## src/rtl/car_light_pkg.sv

```systemverilog
// Shared definitions for the tail-light status path.
//   - bit positions inside the 4-bit car_status word
//   - turn-signal FSM state encoding
package car_light_pkg;

    localparam int unsigned STATUS_W = 4;

    // car_status bit indices: {brake, hazard, right, left}
    localparam int unsigned BRAKE  = 3;
    localparam int unsigned HAZARD = 2;
    localparam int unsigned RIGHT  = 1;
    localparam int unsigned LEFT   = 0;

    typedef enum logic [1:0] {
        ST_OFF   = 2'd0,
        ST_LEFT  = 2'd1,
        ST_RIGHT = 2'd2
    } turn_state_e;

endpackage

```

## src/rtl/key_debounce.sv

```systemverilog
// Synchronizes and debounces one asynchronous, bouncy input.
//   clk, rst_n : clock, synchronous active-low reset
//   din        : raw asynchronous input
//   dout       : debounced level
//   rise       : one-cycle pulse on a debounced 0->1 transition
module key_debounce #(
    parameter int unsigned DEBOUNCE_CYCLES = 1_000_000
) (
    input  logic clk,
    input  logic rst_n,
    input  logic din,
    output logic dout,
    output logic rise
);

    localparam int unsigned CNT_W = $clog2(DEBOUNCE_CYCLES);

    logic [1:0]       sync_q;
    logic             stable_q, stable_d;
    logic [CNT_W-1:0] cnt_q, cnt_d;
    logic             rise_q, rise_d;

    // Accept the synchronized value only after it has differed from the
    // stable level for DEBOUNCE_CYCLES consecutive cycles.
    always_comb begin
        stable_d = stable_q;
        cnt_d    = '0;
        if (sync_q[1] != stable_q) begin
            if (cnt_q == CNT_W'(DEBOUNCE_CYCLES - 1)) begin
                stable_d = sync_q[1];
            end else begin
                cnt_d = cnt_q + CNT_W'(1);
            end
        end
        rise_d = stable_d & ~stable_q;
    end

    always_ff @(posedge clk) begin
        if (!rst_n) begin
            sync_q   <= '0;
            stable_q <= 1'b0;
            cnt_q    <= '0;
            rise_q   <= 1'b0;
        end else begin
            sync_q   <= {sync_q[0], din};
            stable_q <= stable_d;
            cnt_q    <= cnt_d;
            rise_q   <= rise_d;
        end
    end

    assign dout = stable_q;
    assign rise = rise_q;

endmodule

```

## src/rtl/car_status_gen.sv

```systemverilog
// Builds the car_status word for the tail-light controller from the
// board's turn/hazard buttons and brake switch.
//   clk, rst_n      : clock, synchronous active-low reset
//   btn_left/right  : turn buttons (async, bouncy, active-high)
//   btn_hazard      : hazard button (async, bouncy, active-high)
//   sw_brake        : brake switch level (async, bouncy, active-high)
//   car_status      : registered {brake, hazard, right, left}
//   status_changed  : one-cycle pulse when car_status loads a new value
module car_status_gen
    import car_light_pkg::*;
#(
    parameter int unsigned DEBOUNCE_CYCLES = 1_000_000,
    parameter int unsigned AUTO_OFF_CYCLES = 500_000_000
) (
    input  logic                clk,
    input  logic                rst_n,
    input  logic                btn_left,
    input  logic                btn_right,
    input  logic                btn_hazard,
    input  logic                sw_brake,
    output logic [STATUS_W-1:0] car_status,
    output logic                status_changed
);

    localparam int unsigned TMR_W = $clog2(AUTO_OFF_CYCLES);

    logic left_lvl, left_rise;
    logic right_lvl, right_rise;
    logic haz_lvl, haz_rise;
    logic brake_lvl, brake_rise;

    key_debounce #(.DEBOUNCE_CYCLES(DEBOUNCE_CYCLES)) u_db_left (
        .clk(clk), .rst_n(rst_n), .din(btn_left), .dout(left_lvl), .rise(left_rise)
    );
    key_debounce #(.DEBOUNCE_CYCLES(DEBOUNCE_CYCLES)) u_db_right (
        .clk(clk), .rst_n(rst_n), .din(btn_right), .dout(right_lvl), .rise(right_rise)
    );
    key_debounce #(.DEBOUNCE_CYCLES(DEBOUNCE_CYCLES)) u_db_hazard (
        .clk(clk), .rst_n(rst_n), .din(btn_hazard), .dout(haz_lvl), .rise(haz_rise)
    );
    key_debounce #(.DEBOUNCE_CYCLES(DEBOUNCE_CYCLES)) u_db_brake (
        .clk(clk), .rst_n(rst_n), .din(sw_brake), .dout(brake_lvl), .rise(brake_rise)
    );

    // A rise pulse only ever occurs with the debounced level already high,
    // so qualifying with the level changes nothing functionally.
    logic left_press, right_press, haz_press, brake_now;
    assign left_press  = left_rise  & left_lvl;
    assign right_press = right_rise & right_lvl;
    assign haz_press   = haz_rise   & haz_lvl;
    assign brake_now   = brake_lvl  | brake_rise;

    turn_state_e         turn_q;
    logic                turn_chg_q;
    logic [TMR_W-1:0]    timer_q;
    logic                hazard_q;
    logic                brake_q;
    logic                expire_c;
    logic [STATUS_W-1:0] status_c;

    // The timer restarts the cycle after any state change, so the turn
    // signal is visible for AUTO_OFF_CYCLES+1 cycles before self-cancel.
    always_comb begin
        expire_c = 1'b0;
        if ((turn_q != ST_OFF) && !turn_chg_q &&
            (timer_q == TMR_W'(AUTO_OFF_CYCLES - 1))) begin
            expire_c = 1'b1;
        end
    end

    // Output word; hazard masks the turn bits, so 11 is never produced.
    always_comb begin
        status_c         = '0;
        status_c[BRAKE]  = brake_q;
        status_c[HAZARD] = hazard_q;
        if (!hazard_q) begin
            case (turn_q)
                ST_LEFT:  status_c[LEFT]  = 1'b1;
                ST_RIGHT: status_c[RIGHT] = 1'b1;
                default:  ;
            endcase
        end
    end

    // Turn FSM, auto-off timer, hazard/brake flags and output registers.
    always_ff @(posedge clk) begin
        if (!rst_n) begin
            turn_q         <= ST_OFF;
            turn_chg_q     <= 1'b0;
            timer_q        <= '0;
            hazard_q       <= 1'b0;
            brake_q        <= 1'b0;
            car_status     <= '0;
            status_changed <= 1'b0;
        end else begin
            turn_chg_q <= 1'b0;
            if (left_press && !right_press) begin
                turn_q     <= (turn_q == ST_LEFT) ? ST_OFF : ST_LEFT;
                turn_chg_q <= 1'b1;
            end else if (right_press && !left_press) begin
                turn_q     <= (turn_q == ST_RIGHT) ? ST_OFF : ST_RIGHT;
                turn_chg_q <= 1'b1;
            end else if (expire_c) begin
                turn_q     <= ST_OFF;
                turn_chg_q <= 1'b1;
            end

            if (turn_chg_q || (turn_q == ST_OFF)) begin
                timer_q <= '0;
            end else begin
                timer_q <= timer_q + TMR_W'(1);
            end

            if (haz_press) begin
                hazard_q <= ~hazard_q;
            end
            brake_q <= brake_now;

            car_status     <= status_c;
            status_changed <= (status_c != car_status);
        end
    end

endmodule

```

## config.mk

```make
export PLATFORM = sky130hd
export DESIGN_NAME = car_status_gen
export DESIGN_NICKNAME = d
export VERILOG_FILES = /design/src/rtl/car_light_pkg.sv /design/src/rtl/key_debounce.sv /design/src/rtl/car_status_gen.sv
export SDC_FILE = /design/constraint.sdc
export NUM_CORES = 1
export LEC_CHECK = 0
export CAP_MARGIN = 20
export CORE_MARGIN = 8
export CORE_UTILIZATION = 56
export DETAILED_ROUTE_END_ITERATION = 7
export HOLD_SLACK_MARGIN = 0.08
export PLACE_DENSITY = 0.76
export RECOVER_POWER = 50
export SLEW_MARGIN = 20
export SYNTH_ARGS = -nofsm -noshare
export SYNTH_HDL_FRONTEND = slang
export SYNTH_SLANG_ARGS = --single-unit
```

## constraint.sdc

```tcl
create_clock -name clk -period 1.8 [get_ports clk]
set_input_delay 0.45 -clock clk [delete_from_list [all_inputs] [get_ports clk]]
set_output_delay 0.45 -clock clk [all_outputs]
set_load 0.05 [all_outputs]
```

### After elaboration in Yosys (flattened, before gate mapping)

Cells that the tools add are included.
W data, S select, Z words.

* register bits after elaboration: 135

* add/sub/neg operators: 5
* equal/unequal tests: 12
* mux-type cells: 20
* bitwise logic cells: 18
* reduce and logical (&&, ||, !) cells: 16

Operator list (number)
* $add A20 B1 Y20 const B: 4
* $eq A20 B20 Y1 const B: 4
* $add A29 B1 Y29 const B: 1
* $eq A29 B29 Y1 const B: 1
* $mux W1: 15
* $reduce_or A3 Y1: 4
* $mux W2: 5
* $not A1 Y1: 10
* $and A1 B1 Y1: 7
* $logic_and A1 B1 Y1: 4
* $ne A1 B1 Y1: 4
* $ne A4 B4 Y1: 1
* $logic_not A1 Y1: 3
* $reduce_bool A3 Y1: 1
* $eq A2 B1 Y1 const B: 1
* $eq A2 B2 Y1 const B: 1
* $logic_not A2 Y1: 1
* $reduce_bool A2 Y1: 1
* $reduce_or A2 Y1: 1
* $logic_or A1 B1 Y1: 1
* $or A1 B1 Y1: 1

### Longest topological paths before layout

Gate-level depths: netlist (run 1).

* depth after elaboration: 7
* gate-level depth with buffers: 7
* gate-level depth less buffers: 5

### Modules after synthesis

From an unflattened synthesis (run 1), not the netlist that was laid out.

* cells, all modules: 690
* area, all modules: 5911.9 um^2

By module, submodules not included
* key_debounce: times used 4, cells each 121, area each 1034.7 um^2, sequential area each 480.5 um^2
* car_status_gen: times used 1, cells each 206, area each 1773.0 um^2, sequential area each 780.7 um^2

### Least setup slack after synthesis (run 1)

OpenSTA, ideal clock, no wires.

* path type: flip-flop to flip-flop
* start: reg u_db_hazard.cnt_q[0]
* end: reg u_db_hazard.cnt_q[18]
* setup time: 0.070 ns
* arrival time: 1.887 ns
* required time: 1.730 ns
* setup slack: -0.158 ns
* cell stages (with the launch flop): 7
* period minus slack after synthesis: 1.958 ns
* path through: dfxtp_1 > ha_1 > nand2_1 > or4_1 > clkbuf_1 > or4_1 > a21oi_1

* longest elaborated chain between the ends: 2

RTL lines
* from (decl): line key_debounce.sv:20 `logic [CNT_W-1:0] cnt_q, cnt_d;`
* from (signal assigned): line key_debounce.sv:47 `cnt_q <= cnt_d;`
* parallel branches: the longest is 2 deep, another holds $add A20 B1 Y20

Several ways; the timed one is not identified.
A chain may end at the register's enable or synchronous reset.

### Worst setup path after layout (run 1)

* start: reg u_db_brake.cnt_q[13]
* end: reg u_db_brake.cnt_q[18]

* longest elaborated chain between the ends: 2

RTL lines (line)
* from (decl): key_debounce.sv:20
* from (signal assigned): key_debounce.sv:47
* parallel branches: the longest is 2 deep, another holds $add A20 B1 Y20

Several ways; the timed one is not identified.

==> metrics.yaml, run 1 <==
global_route:
  grt_use_total: 0.189
  grt_busiest_layer: "met2"
  antenna_found_initial: 0
  grt_util_met3: 0.0420
  grt_start_max_net_pins: 29
  grt.overflow.total: 0
  grt.met2_usage: 0.339
  first_global_vias: 5224
  first_pass_grt_wire_length_um: 22500
  grt_use_met1: 0.208
route:
  totalWireLength_um: 13400
  route.antenna.remaining_nets: 0
  initialDrtViolationCount: 337
  drt_first_pass_iters: 5
  vias: 5306
  avgViaCountPerCell: 5.71
  drc: 0
  wl_per_cell_um: 14.4
logic_synthesis:
  synthTopCellsByCount: "sky130_fd_sc_hd__dfxtp_1, sky130_fd_sc_hd__nor2_1, sky130_fd_sc_hd__a21oi_1"
  syn_area_per_cell_um2: 8.64
  post_synth_num_cell_types: 44
  syn-cell-area_um2: 5930
  yosys.cell_count.top_type: "sky130_fd_sc_hd__dfxtp_1"
  synth_async_sr_flop_share: 0
  synth_top_area_cell: "sky130_fd_sc_hd__dfxtp_1"
  synth-warning-count: 0
  simple_gate_area_share_of_the_yosys_netlist: 0.303
  synth-seq-area-share: 0.456
  synth_top_family_by_area: "simple AND/OR/NAND/NOR gates"
  postSynthRegisterBits: 135
  post_synth_edffs: 0
  yosys-top-cells-area: "sky130_fd_sc_hd__dfxtp_1, sky130_fd_sc_hd__xnor2_1, sky130_fd_sc_hd__nor2_1"
  synth.net_count: 697
  synth.top_cell.area_share: 0.456
  synth-compound-area-share: 0.103
  synth-xor-area-share: 0.0945
  post_synth_fa_ha_maj_area_fraction: 0.0106
  postSynth.topFlopCell: "sky130_fd_sc_hd__dfxtp_1"
  syn_inst: 686
  multiplexer_share_of_the_synthesized_area: 0
timing:
  slew_headroom: 0.541
  tightestPinTransition_ns: 0.688
  final_max_slew_viol_count: 0
  postLayoutSetupSlackWorst_ns: -0.284
  timing.setup.tns_ns: -5.78
  period_share: 1.16
  final.min_clock_period_ns: 2.08
  max_freq_mhz: 480
  timing.clock.skew_ns: 0.00652
  rsz0062_at_grt: "true"
  setup_violations: 28
  final_hold_viol_count: 0
run_status:
  violations: "setup timing"
  status: "finished with violations"
worst_setup_path:
  worstPathRequired_ns: 2.20
  cp_max_fo: 10
  worstReg2RegStart: "u_db_brake.cnt_q[13]"
  setup.worst_path.end_class: "register"
  end_point_of_the_critical_path: "u_db_brake.cnt_q[18]"
  setup.worst_path.start: "u_db_brake.cnt_q[13]"
  critPathKind: "register to register"
  worst-endpoint-arrival_ns: 2.49
  timing.reg2reg.worst_path_depth: 6
  reg2reg_setup_slack_ns: -0.28
  worstReg2RegEnd: "u_db_brake.cnt_q[18]"
  worstSetupStartpointType: "register"
floorplanning:
  pin_count: 11
  row_count: 37
  starting_utilization_of_the_core_area: 0.574
  fp.dieArea_um2: 14100
  coreArea_um2: 10300
  die_width_um: 119
  floorplan.die.height_um: 119
placed_design:
  dpl_cell_area_um2: 6790
  placement.io_buffers: 10
  routabilityCongestion: 0.799
  hpwlAfterDp_um: 8870
power_and_ir_drop:
  vdd_ir_drop_max_uv: 609
  total_leakage_power_nw: 2.47
  power_dens_cells_nw_per_um2: 853
layout:
  layout.cell_area.non_filler_um2: 7650
  nets: 792
  area_growth_pct: 29.0
  antenna-diode-count: 0
  drive_above_1_share: 0.250
hold_path:
  min_path_type: "register to register"
clock_network:
  ctsHtreeMaxLevel: 4
  cts_max_path_bufs: 2
  clock_tree_from_tritoncts: "yes"
  cts_root_buffer: "sky130_fd_sc_hd__clkbuf_8"
  worst_skew_pair.late_latency_ns: 0.53
  postCtsHoldBufs: 0
  worst_setup_hold_path_clk_slew_ns: 0.06
  clock_sink_count: 135
  num_cts_buffers: 17
flow_run:
  max-cap-violations: 0
[cell usage in the layout (no fill, tap or decap), types with 9 or more instances in the layout]
cell                        synthesis  final
sky130_fd_sc_hd__clkbuf_16          0     16
sky130_fd_sc_hd__o21ai_0           32     32
sky130_fd_sc_hd__or4_4              1     13
sky130_fd_sc_hd__nor4_1            16     16
sky130_fd_sc_hd__xnor2_1           39     39
sky130_fd_sc_hd__a21oi_2            0     14
sky130_fd_sc_hd__dfxtp_1          135    113
sky130_fd_sc_hd__nand3_1           34     31
sky130_fd_sc_hd__xor2_1            25     25
sky130_fd_sc_hd__o31ai_1           17     13
sky130_fd_sc_hd__nor3_1            14     14
sky130_fd_sc_hd__buf_4              0     74
sky130_fd_sc_hd__or4_1             22     11
sky130_fd_sc_hd__a21oi_1           49     35
sky130_fd_sc_hd__and3_1             9      9
sky130_fd_sc_hd__and2_1            17     16
sky130_fd_sc_hd__inv_1             22     22
sky130_fd_sc_hd__nor2_1            77     75
sky130_fd_sc_hd__or3_1             28     25
sky130_fd_sc_hd__nand2_1           43     41
sky130_fd_sc_hd__nand4_1           29     29
sky130_fd_sc_hd__dfxtp_2            0     17
[power breakdown]
part / switching (mW) / internal (mW) / total (mW) / leakage (nW)
combinational: 0.0391 / 0.0352 / 0.0744 / 1.08
sequential: 0.00683 / 2.99 / 3.00 / 1.10
clock: 1.20 / 2.24 / 3.45 / 0.290
[metrics by stage]
| stage | power [mW] | std cells | setup WS, ns | hold slack (ns) | util |
|---|---|---|---|---|---|
| floorplan | 3.10 | 686 | -0.101 | 0.412 | - |
| global placement | 3.13 | 889 | -0.170 | 0.421 | 0.658 |
| detailed placement | 3.14 | 889 | -0.247 | 0.427 | 0.658 |
| CTS | 6.58 | 924 | -0.214 | 0.440 | 0.727 |
| global route | 6.71 | 929 | -0.350 | 0.462 | 0.741 |
| finish | 6.52 | 929 | -0.284 | 0.440 | 0.741 |
[layer usage]
layer	part of all wire	up-vias	wire length (µm)
li1	-	2662	-
met1	0.42	2537	5690
met2	0.52	85	6980
met3	0.037	22	501
met4	0.018	0	235
met5	0	-	0
[worst min-delay path by stage]
| stage | slack (ns) | end | start | cells after the start |
|---|---|---|---|---|
| floorplan | 0.41 | u_db_brake.sync_q[1] | u_db_brake.sync_q[0] | 1 |
| global placement | 0.42 | u_db_right.cnt_q[0] | u_db_right.cnt_q[0] | 1 |
| detailed placement | 0.43 | u_db_right.sync_q[1] | u_db_right.sync_q[0] | 1 |
| CTS | 0.44 | u_db_right.sync_q[1] | u_db_right.sync_q[0] | 1 |
| global route | 0.46 | u_db_hazard.sync_q[1] | u_db_hazard.sync_q[0] | 1 |
| finish | 0.44 | u_db_right.sync_q[1] | u_db_right.sync_q[0] | 1 |
[registers in the layout, indices dropped and copies added (netlist names), 2 cells and up]
register and flops:
car_status 4, turn_q 2, u_db_right.cnt_q 20, u_db_left.sync_q 2, u_db_hazard.sync_q 2, u_db_left.cnt_q 20
u_db_right.sync_q 2, u_db_brake.cnt_q 20, timer_q 29, u_db_brake.sync_q 2, u_db_hazard.cnt_q 20
[final cells by class]
class,count,area (µm²)
repair buffers,100,798
inverters,23,86.3
well taps,136,170
clock buffers,23,477
clock inverters,8,120
flip-flops and latches,135,2740
multi-input cells,504,3250
fillers,733,2680
[critical path: stages, from the launching register on]
cell	delay, ns
sky130_fd_sc_hd__dfxtp_2	0.32
sky130_fd_sc_hd__or4b_4	0.54
sky130_fd_sc_hd__or4_4	0.53
sky130_fd_sc_hd__o211ai_1	0.20
sky130_fd_sc_hd__buf_4	0.18
sky130_fd_sc_hd__buf_8	0.13
sky130_fd_sc_hd__a21oi_1	0.05
[timing repair]
action                                  CTS  global route
pin swaps                                11            20
setup buffers                             2             3
cloned                                    2             2
resized for setup                        22            49
hold endpoints to repair                  0             0
endpoints found under the setup margin   36            49
[cells by family (layout without fill, tap and decap cells)]
group                    count (synthesis)  after routing
AO/OA/AOI/OAI                          108            108
XOR/XNOR                                64             64
adder cells (fa/ha/maj)                  5              5
buffers and inverters                   48            154
flip-flops                             135            135
AND/OR/NAND/NOR                        326            327
Note: power is estimated with default switching activity, not from simulation.
==> run 2, diff against run 1 <==
- PLACE_DENSITY: 0.76 -> 0.87
==> metrics.yaml, run 2 (synthesized netlist as in run 1, its figures left out) <==
placed_design:
  hpwlAfterDp_um: 9470
  placement.io_buffers: 10
  routabilityCongestion: 0.843
  dpl_cell_area_um2: 6740
  post-place-ws_ns: -0.264
  dp.cells: 884
worst_setup_path:
  cp_max_fo: 5
  crit_path_top_delay_cell: "sky130_fd_sc_hd__or4b_4"
  critical_path_cell_by_cell: "or4b_4 -> or4_4 -> o211ai_1 -> buf_4 -> clkbuf_16 -> nor2_1"
  worstSetupStartpointType: "register"
  worst-endpoint-arrival_ns: 2.51
  worstPathRequired_ns: 2.21
  critPathKind: "register to register"
  setup.worst_path.end_class: "register"
  max_stage_delay_ns: 0.54
floorplanning:
  starting_utilization_of_the_core_area: 0.574
  floorplan.die.height_um: 119
  coreArea_um2: 10300
  row_count: 37
  pin_count: 11
  die_width_um: 119
  fp.dieArea_um2: 14100
clock_network:
  ctsHtreeMaxLevel: 4
  num_cts_buffers: 17
  clock_tree_from_tritoncts: "yes"
  worst_setup_hold_path_clk_slew_ns: 0.06
  cts_max_path_bufs: 2
  cts_root_buffer: "sky130_fd_sc_hd__clkbuf_8"
  worst_skew_pair.late_latency_ns: 0.53
  postCtsHoldBufs: 0
  clock_sink_count: 135
timing:
  finalHoldWorstSlack_ns: 0.446
  final.min_clock_period_ns: 2.10
  postLayoutSetupSlackWorst_ns: -0.300
  tightestPinTransition_ns: 0.731
  timing.setup.tns_ns: -5.89
  final_max_slew_viol_count: 0
  setup_violations: 33
  rsz0062_at_grt: "true"
  period_share: 1.17
  timing.clock.skew_ns: 0.00614
  max_freq_mhz: 476
  final_hold_viol_count: 0
  slew_headroom: 0.512
power_and_ir_drop:
  power.share.switching: 0.208
  total_leakage_power_nw: 2.50
  power_dens_cells_nw_per_um2: 819
  p_seq_frac: 0.476
  pwr-share-clk: 0.511
  vdd_ir_drop_max_uv: 719
  post-layout-total-power_mw: 6.30
  cell_internal_pwr_mw: 4.99
  power.share.combinational: 0.013
  switching_power_mw: 1.31
route:
  route.antenna.remaining_nets: 0
  totalWireLength_um: 16700
  initialDrtViolationCount: 529
  drt_first_pass_iters: 6
  vias: 5720
  wl_per_cell_um: 17.9
  drc: 0
  avgViaCountPerCell: 6.13
layout:
  antenna-diode-count: 0
  fin_util: 0.745
  drive_above_1_share: 0.271
  regMostFlops: "timer_q"
  fin_cells: 933
  largest_register_ff_count: 29
  nets: 796
  area_growth_pct: 29.7
  layout.cell_area.non_filler_um2: 7690
  layout.cells.most_common_list: "sky130_fd_sc_hd__dfxtp_1, sky130_fd_sc_hd__buf_4, sky130_fd_sc_hd__nor2_1"
  final_common_cell: "sky130_fd_sc_hd__dfxtp_1"
  final.fill_count: 613
global_route:
  first_global_vias: 5596
  antenna_found_initial: 0
  grt_use_total: 0.214
  grt_start_max_net_pins: 29
  first_pass_grt_wire_length_um: 25200
  grt.overflow.total: 0
run_status:
  status: "finished with violations"
  violations: "setup timing"
hold_path:
  min_path_type: "register to register"
flow_run:
  max-cap-violations: 0
-- run 2: cell count changes in the layout (fill, tap and decap cells not counted), sizes merged --
| cell | before | now |
|---|---|---|
| buf | 86 | 94 |
| bufinv | 3 | 1 |
| clkinv | 4 | 5 |
| clkdlybuf4s15 | 0 | 1 |
| clkinvlp | 2 | 3 |
| clkbuf | 32 | 27 |
-- run 2: area by class of cell --
class                           count  area (µm²)  area share
Clock buffer                       23         477      0.0620
Multi-Input combinational cell    504        3290       0.428
Tap cell                          136         170      0.0221
Inverter                           23        86.3      0.0112
Sequential cell                   135        2750       0.357
Clock inverter                      8        72.6     0.00943
Timing Repair Buffer              104         852       0.111
-- run 2: power groups by stage --
stage	clock network (mW)	logic [mW]	registers, mW
finish	3.22	0.0819	3.00
CTS	3.22	0.0741	3.00
global placement	0	0.0655	3.07
global route	3.38	0.0868	3.00
detailed placement	0	0.0684	3.07
floorplan	0	0.0348	3.07
-- run 2: worst paths after layout --
check	depth (start not counted)	endpoint	from	slack, ns
worst min-delay path	1	u_db_brake.sync_q[1]	u_db_brake.sync_q[0]	0.45
worst max register to register	6	u_db_brake.cnt_q[10]	u_db_brake.cnt_q[10]	-0.30
worst min register to register	1	u_db_brake.sync_q[1]	u_db_brake.sync_q[0]	0.45
worst max-delay path	6	u_db_brake.cnt_q[10]	u_db_brake.cnt_q[10]	-0.30
-- run 2: timing repair --
item,CTS,global route
pin swaps,5,33
endpoints found under the setup margin,42,96
gates cloned,3,2
resized for setup,19,57
setup buffers,2,11
endpoints found under the hold margin,0,0
-- run 2: worst max-delay path: cells and delay by family, from the launching register on --
family	cells	cell delay, ns
buf+inv	2	0.34
compound gates	1	0.18
flops	1	0.33
simple gates	3	1.12
-- run 2: routing by layer --
| metal | wire length (µm) | share of wire | track usage | vias up |
|---|---|---|---|---|
| met5 | 0 | 0 | 0 | - |
| met4 | 600 | 0.036 | 0.110 | 0 |
| met3 | 891 | 0.053 | 0.0614 | 64 |
| met2 | 8940 | 0.54 | 0.400 | 244 |
| met1 | 6270 | 0.38 | 0.212 | 2756 |
| li1 | - | - | - | 2656 |
==> run 3, diff against run 2 <==
- CORE_UTILIZATION: 56 -> 58
- CTS_BUF_LIST: not set -> sky130_fd_sc_hd__clkbuf_8
==> metrics.yaml, run 3 (synthesized netlist as in run 1, its figures left out) <==
clock_network:
  cts_max_path_bufs: 2
  worst_skew_pair.late_latency_ns: 0.45
  ctsHtreeMaxLevel: 4
  clock_tree_from_tritoncts: "yes"
  cts_root_buffer: "sky130_fd_sc_hd__clkbuf_8"
  num_cts_buffers: 17
  clock_sink_count: 135
  postCtsHoldBufs: 0
  worst_setup_hold_path_clk_slew_ns: 0.07
timing:
  timing.clock.skew_ns: 0.0137
  timing.setup.tns_ns: -4.69
  slew_headroom: 0.497
  final.min_clock_period_ns: 1.99
  postLayoutSetupSlackWorst_ns: -0.191
  max_freq_mhz: 502
  period_share: 1.11
  tightestPinTransition_ns: 0.754
  final_hold_viol_count: 0
  finalHoldWorstSlack_ns: 0.446
  final_max_slew_viol_count: 0
  setup_violations: 50
  rsz0062_at_grt: "true"
worst_setup_path:
  worstPathRequired_ns: 2.14
  reg2reg_setup_slack_ns: -0.19
  critPathKind: "register to register"
  worstReg2RegEnd: "u_db_brake.cnt_q[12]"
  critical_path_cell_by_cell: "or4b_4 -> or4_4 -> o211ai_1 -> buf_6 -> nor2_1"
  max_stage_delay_ns: 0.53
  worst-endpoint-arrival_ns: 2.33
  setup.worst_path.end_class: "register"
  worstSetupStartpointType: "register"
  timing.reg2reg.worst_path_depth: 5
  worstReg2RegStart: "u_db_brake.cnt_q[13]"
  cp_max_fo: 20
  crit_path_top_delay_cell: "sky130_fd_sc_hd__or4b_4"
hold_path:
  min_path_type: "register to register"
  worstHoldStart: "u_db_brake.sync_q[0]"
  worst_hold_path.num_cells: 1
  min_delay_worst_endpoint: "u_db_brake.sync_q[1]"
power_and_ir_drop:
  post-layout-total-power_mw: 5.83
  vdd_ir_drop_max_uv: 683
  total_leakage_power_nw: 2.42
  power_dens_cells_nw_per_um2: 773
global_route:
  antenna_found_initial: 1
  grt.overflow.total: 0
  first_global_vias: 5389
  first_pass_grt_wire_length_um: 23400
  grt_use_total: 0.212
  grt_start_max_net_pins: 29
route:
  route.antenna.remaining_nets: 0
  initialDrtViolationCount: 316
  wl_per_cell_um: 16.4
  totalWireLength_um: 15200
  drt_first_pass_iters: 5
  avgViaCountPerCell: 6.02
  drc: 0
  vias: 5577
floorplanning:
  floorplan.die.height_um: 117
  die_width_um: 117
  fp.dieArea_um2: 13700
  coreArea_um2: 10100
  pin_count: 11
  starting_utilization_of_the_core_area: 0.585
  row_count: 37
placed_design:
  hpwlAfterDp_um: 9090
  post-place-ws_ns: -0.230
  routabilityCongestion: 0.865
  placement.io_buffers: 10
layout:
  area_growth_pct: 27.1
  antenna-diode-count: 0
  drive_above_1_share: 0.263
  regMostFlops: "timer_q"
  largest_register_ff_count: 29
  nets: 790
  layout.cells.most_common_list: "sky130_fd_sc_hd__dfxtp_1, sky130_fd_sc_hd__nor2_1, sky130_fd_sc_hd__buf_4"
  fin_util: 0.744
  final_common_cell: "sky130_fd_sc_hd__dfxtp_1"
flow_run:
  max-cap-violations: 0
run_status:
  status: "finished with violations"
  violations: "setup timing"
run 3: changes by cell type in the layout (fill, tap and decap cells not counted), moves of 4 or more:
cell	previous run	this run
sky130_fd_sc_hd__clkbuf_16	17	0
sky130_fd_sc_hd__buf_4	87	71
sky130_fd_sc_hd__clkbuf_8	5	21
sky130_fd_sc_hd__clkbuf_2	1	6
sky130_fd_sc_hd__or4_1	10	6
sky130_fd_sc_hd__or4_4	14	18
run 3: final cells by class:
type / instances / area (µm²)
Inverter: 23 / 86.3
Tap cell: 136 / 170
Sequential cell: 135 / 2740
Clock inverter: 10 / 151
Clock buffer: 21 / 289
Timing Repair Buffer: 98 / 812
Fill cell: 606 / 2600
Multi-Input combinational cell: 504 / 3290
run 3: worst max-delay path: cells and delay by family, from the launching register on:
kind | cells | cell delay, ns
simple gates | 3 | 1.12
buf+inv | 1 | 0.22
flops | 1 | 0.32
compound gates | 1 | 0.22
run 3: layer usage:
layer / track usage / up-vias / routed length [µm] / share of wire
li1: - / 2646 / - / -
met1: 0.224 / 2697 / 6100 / 0.40
met2: 0.383 / 171 / 7880 / 0.52
met3: 0.0528 / 61 / 675 / 0.044
met4: 0.106 / 2 / 515 / 0.034
met5: 0 / - / 13 / 0.00086
run 3: repair_timing:
action,CTS,global route
pin swaps,8,31
gates resized for setup,12,61
setup buffers,2,11
endpoints found under the setup margin,40,81
gates cloned,1,0
run 3: worst max-delay path by stage:
stage	startpoint	endpoint	slack, ns	cells after the start
2_1_floorplan	u_db_brake.cnt_q[8]	u_db_brake.cnt_q[18]	-0.10	5
3_3_place_gp	u_db_brake.cnt_q[13]	u_db_brake.cnt_q[5]	-0.19	5
3_5_place_dp	u_db_brake.cnt_q[13]	u_db_brake.cnt_q[3]	-0.23	5
4_1_cts	u_db_brake.cnt_q[13]	u_db_brake.cnt_q[3]	-0.20	5
5_1_grt	u_db_brake.cnt_q[19]	u_db_brake.cnt_q[17]	-0.26	5
6_report	u_db_brake.cnt_q[13]	u_db_brake.cnt_q[12]	-0.19	5
run 3: power breakdown:
group	leakage (nW)	internal [mW]	switching (mW)
combinational	1.08	0.0307	0.0380
clock	0.234	1.64	1.13
sequential	1.10	2.99	0.00648
run 3: metrics by stage:
| stage | instances | area (µm²) |
|---|---|---|
| floorplan | 686 | 5980 |
| global placement | 882 | 6730 |
| detailed placement | 882 | 6730 |
| CTS | 916 | 7260 |
| global route | 927 | 7540 |
| finish | 927 | 7540 |
